### config.mk
export PLATFORM = sky130hd
export DESIGN_NAME = bin2dig_8
export DESIGN_NICKNAME = d
export VERILOG_FILES = /design/src/rtl/bin2dig_8.sv
export SDC_FILE = /design/constraint.sdc
export NUM_CORES = 1
export LEC_CHECK = 0
export ABC_AREA = 1
export ABC_CLOCK_PERIOD_IN_PS = 1700
export BUFFER_PORTS_ARGS = -buffer_cell sky130_fd_sc_hd__clkbuf_2
export CAP_MARGIN = 25
export CORE_UTILIZATION = 25
export DETAILED_ROUTE_END_ITERATION = 10
export HOLD_SLACK_MARGIN = 0.15
export PLACE_DENSITY = 0.4
export SETUP_SLACK_MARGIN = 0.15
export SYNTH_ARGS = -nofsm -noshare
export SYNTH_HDL_FRONTEND = slang
export SYNTH_SLANG_ARGS = --single-unit
### constraint.sdc
create_clock -name iCLK -period 1.7 [get_ports iCLK]
set_clock_uncertainty 0.05 [all_clocks]
set_input_delay 0 -clock iCLK [delete_from_list [all_inputs] [get_ports iCLK]]
set_output_delay 0 -clock iCLK [all_outputs]
set_load 0.01 [all_outputs]
### src/rtl/bin2dig_8.sv
// Sequential binary-to-BCD converter (double dabble) feeding the 8-digit seven-segment bank.
// Produces one BCD digit per byte of oDIG; the output register only changes when a conversion completes.
module bin2dig_8 #(
  parameter int BIN_W   = 27,
  parameter int MAX_VAL = 99999999
) (
  input  logic             iCLK,
  input  logic             iRST_N,
  input  logic             iSTART,
  input  logic [BIN_W-1:0] iBIN,
  output logic [63:0]      oDIG,
  output logic             oBUSY,
  output logic             oDONE,
  output logic             oOVF
);

  localparam int               CNT_W   = $clog2(BIN_W + 1);
  localparam logic [BIN_W-1:0] MAX_BIN = BIN_W'(MAX_VAL);

  localparam logic [1:0] IDLE  = 2'd0;
  localparam logic [1:0] SHIFT = 2'd1;
  localparam logic [1:0] DONE  = 2'd2;

  logic [1:0]       state;
  logic [BIN_W-1:0] binReg;
  logic [31:0]      bcdReg;
  logic [CNT_W-1:0] bitCnt;
  logic             ovfReg;

  logic [31:0]      bcdAdj;
  logic [31:0]      bcdNext;
  logic [63:0]      digNext;

  // Per-nibble add-3 correction with no carry between digits, then the combined left shift.
  // The accumulator MSB falls off the top; it is always zero for in-range inputs.
  always_comb begin
    bcdAdj = bcdReg;
    for (int k = 0; k < 8; k++) begin
      if (bcdReg[4*k +: 4] >= 4'd5) begin
        bcdAdj[4*k +: 4] = bcdReg[4*k +: 4] + 4'd3;
      end
    end
    bcdNext = (bcdAdj << 1) | {31'b0, binReg[BIN_W-1]};
  end

  // Spread the eight BCD nibbles into bytes; an overflowed input saturates every digit to 9.
  always_comb begin
    digNext = '0;
    for (int k = 0; k < 8; k++) begin
      digNext[8*k +: 8] = ovfReg ? 8'h09 : {4'h0, bcdReg[4*k +: 4]};
    end
  end

  always_ff @(posedge iCLK or negedge iRST_N) begin
    if (!iRST_N) begin
      state  <= IDLE;
      binReg <= '0;
      bcdReg <= '0;
      bitCnt <= '0;
      ovfReg <= 1'b0;
      oDIG   <= '0;
      oBUSY  <= 1'b0;
      oDONE  <= 1'b0;
      oOVF   <= 1'b0;
    end else begin
      oDONE <= 1'b0;
      case (state)
        IDLE: begin
          if (iSTART) begin
            binReg <= iBIN;
            bcdReg <= '0;
            bitCnt <= CNT_W'(BIN_W);
            ovfReg <= (iBIN > MAX_BIN);
            oBUSY  <= 1'b1;
            state  <= SHIFT;
          end
        end
        SHIFT: begin
          bcdReg <= bcdNext;
          binReg <= binReg << 1;
          bitCnt <= bitCnt - CNT_W'(1);
          if (bitCnt == CNT_W'(1)) begin
            state <= DONE;
          end
        end
        DONE: begin
          oDIG  <= digNext;
          oOVF  <= ovfReg;
          oDONE <= 1'b1;
          oBUSY <= 1'b0;
          state <= IDLE;
        end
        default: state <= IDLE;
      endcase
    end
  end

endmodule

==> results.ini <==
[worst_setup_path]
cp_max_fo = 4
cp.arrival_ns = 1.68
required_ns = 1.89
timing.rr.end = bcdReg[1]$_DFFE_PN0P_
endpoint_kind = flip-flop
rrSetupSlack_ns = 0.21
cp_cell_sequence = buf_4 -> ha_1 -> a21oi_1 -> nand2_2 -> o21ai_0 -> o22ai_2
crit_slowest_cell = dfrtp_1
crit_path_max_incr_delay_ns = 0.39
worstRegToRegCells = 6
timing.rr.start = bcdReg[0]$_DFFE_PN0P_
path_class = reg2reg
cp-start-kind = flip-flop

[clocking]
clock-sinks = 102
cts_buffers = 9
clkTransAtPathRegs_ns = 0.08
worstSkewPairLatency_ns = 0.36
cts.path.max_buffers = 2
htreeDepth = 3
cts_tree = yes
cts-root-buf = clkbuf_16

[cells_and_area]
design_area_sq_um = 6405
final_common_cell = dfrtp_1
layout.nets = 722
instances_no_fill = 944
diodes = 0
drive_gt1_share_pct = 23.71
most-common-layout-cells = dfrtp_1 (102), nand2_1 (96), clkbuf_2 (63)
areaGrowthSynthToFinish_pct = 25.47

[synth]
yosys_warnings = 0
synth_cell_types = 29
ys_ff_latch = 102
synth_top_area_cell = dfrtp_1
netlist_area_sq_um = 5105
synth_top_cells_by_area = dfrtp_1 (50%), nand2_1 (7.6%), o21ai_0 (5.4%), buf_4 (5.0%), ha_1 (4.4%)
synthCells = 564
syn_area_per_cell_sq_um = 9.051
yosysTopAreaCellShare_pct = 50.00
synth-seq-area-share_pct = 50.00

[floorplanning]
die_height_um = 144.9
ios = 97
die_w_um = 144.9
start_util_pct = 25.89
row_count = 51
dieArea_sq_um = 20990
coreArea_sq_um = 19720

[flow_run]
max-cap-violations = 0

[power]
p_seq_share_pct = 36.8
p_switching_uw = 4319
clockPowerShare_pct = 19.1
p_leak_uw = 0.003142
intPower_uw = 6446
combPwrFrac_pct = 44.1
power.total_uw = 10770
p_sw_share_pct = 40.12
vdd_ir_drop_max_mv = 0.7088
power.density_nw_per_um2 = 1681

[placement]
port_buffers = 64
place_congestion = 0.8001
placed_area_sq_um = 5662
hpwl_um = 8694
dp.cells = 888

[routing]
drt-total-wl_um = 12880
ant_nets = 0
drt_iter0_markers = 144
avgRoutedWirePerCell_um = 13.64
firstDrtPassIters = 4
drc = 0
via_per_inst = 4.417
vias = 4170

[sta]
setup_viol = 0
setup-tns-final_ns = 0
worst_hold_slack_ns = 0.1311
slew_viol_final = 0
worst_pin_slew_ns = 0.5675
hold_viol_final = 0
finalCritPeriodShare_pct = 87.65
rsz0062_at_grt = true
max_freq_ghz = 0.6711
relSlewSlack_pct = 62.17
layout_min_cycle_time_ns = 1.490

[hold_path]
holdCritPathClass = in2async

[global_route]
grt_max_degree = 60
grt_pass1_wl_um = 20810
gr-usage-all-layers_pct = 13.13
grt_pass1_vias = 4132
gr-total-overflow = 0
antenna_found_initial = 0

[outcome]
outcome = finished, final reports clean

[routing by layer]
layer  vias up  GRT usage, %  part of all wire [%]
li1       2037             -                     -
met1      2016         16.97                    47
met2       107         21.53                    47
met3        10         3.060                   4.5
met4         0         4.266                   1.3
met5         -             0                     0
[power groups by stage]
stage | combinational [uW] | sequential (uW) | clock (uW)
after floorplan | 3200 | 3930 | 0
after global placement | 4240 | 4000 | 0
after detailed placement | 4320 | 4000 | 0
after CTS | 4540 | 3920 | 2170
after global routing | 5410 | 4090 | 2240
final | 4740 | 3960 | 2060
[stage by stage]
step | worst slack [ns] | util, %
6_report | 0.2099 | 32.48
5_1_grt | 0.1224 | 32.48
4_1_cts | 0.1208 | 32.04
3_5_place_dp | 0.08246 | 28.71
3_3_place_gp | 0.09537 | 28.71
2_1_floorplan | 0.2569 | -
[cells by family after synthesis]
logic type,synth area share (%)
adders and majority gates,4.412
buffers and inverters,11.15
AOI/OAI and AO/OA,19.51
and+or+nand+nor,13.65
xor gates and xnor gates,1.201
other,0.07346
DFF,50.00
[flip-flops by register name, indices dropped and copies added (netlist names)]
signal and count:
ovfReg 1, bcdReg 32, state 2, binReg 27, oBUSY 1, oOVF 1
oDIG 32, oDONE 1, bitCnt 5
[worst max path at each step]
stage	startpoint	to	slack [ns]
global placement	bcdReg[24]$_DFFE_PN0P_	bcdReg[26]$_DFFE_PN0P_	0.1
CTS	bcdReg[24]$_DFFE_PN0P_	bcdReg[26]$_DFFE_PN0P_	0.12
detailed placement	bcdReg[24]$_DFFE_PN0P_	bcdReg[26]$_DFFE_PN0P_	0.08
global route	state[0]$_DFFE_PN0P_	bitCnt[0]$_DFFE_PN0P_	0.12
finish	bcdReg[0]$_DFFE_PN0P_	bcdReg[1]$_DFFE_PN0P_	0.21
floorplan	bcdReg[8]$_DFFE_PN0P_	bcdReg[10]$_DFFE_PN0P_	0.26
[cell usage after synthesis (all sizes together)]
cell / n
o221ai: 5
ha: 18
xor2: 7
o22ai: 16
inv: 56
nand2: 105
a32o: 1
buf: 49
a22oi: 22
nand3: 13
nand4: 2
a21boi: 1
clkbuf: 3
o21ai: 74
dfrtp: 102
a21oi: 41
nand3b: 1
nor2: 39
or2: 8
conb: 1
[area by class of cell]
type                       instances  area (sq um)
sequential                       102          2552
multi-input combinational        385          2155
clock buffer                      11         252.7
timing repair buffer             120         858.3
inverter                          56         212.7
fill                            2075         13310
tap                              265         331.6
clock inverter                     5         42.54
[worst max-delay path, delay by kind of cell (launching register included)]
kind	cells	cell delay, ns
AOI/OAI and AO/OA	3	0.52
adders and majority gates	1	0.19
buffers and inverters	1	0.14
DFF	1	0.39
and+or+nand+nor	1	0.10
[repair_timing]
item	4_1_cts	5_1_grt
resized for setup	0	37
setup buffers	8	2
hold buffers	30	0
endpoints found under the hold margin	133	0
cloned	0	0
endpoints found under the setup margin	9	62
pin swaps	0	1
(Power assumes the default switching activity.)
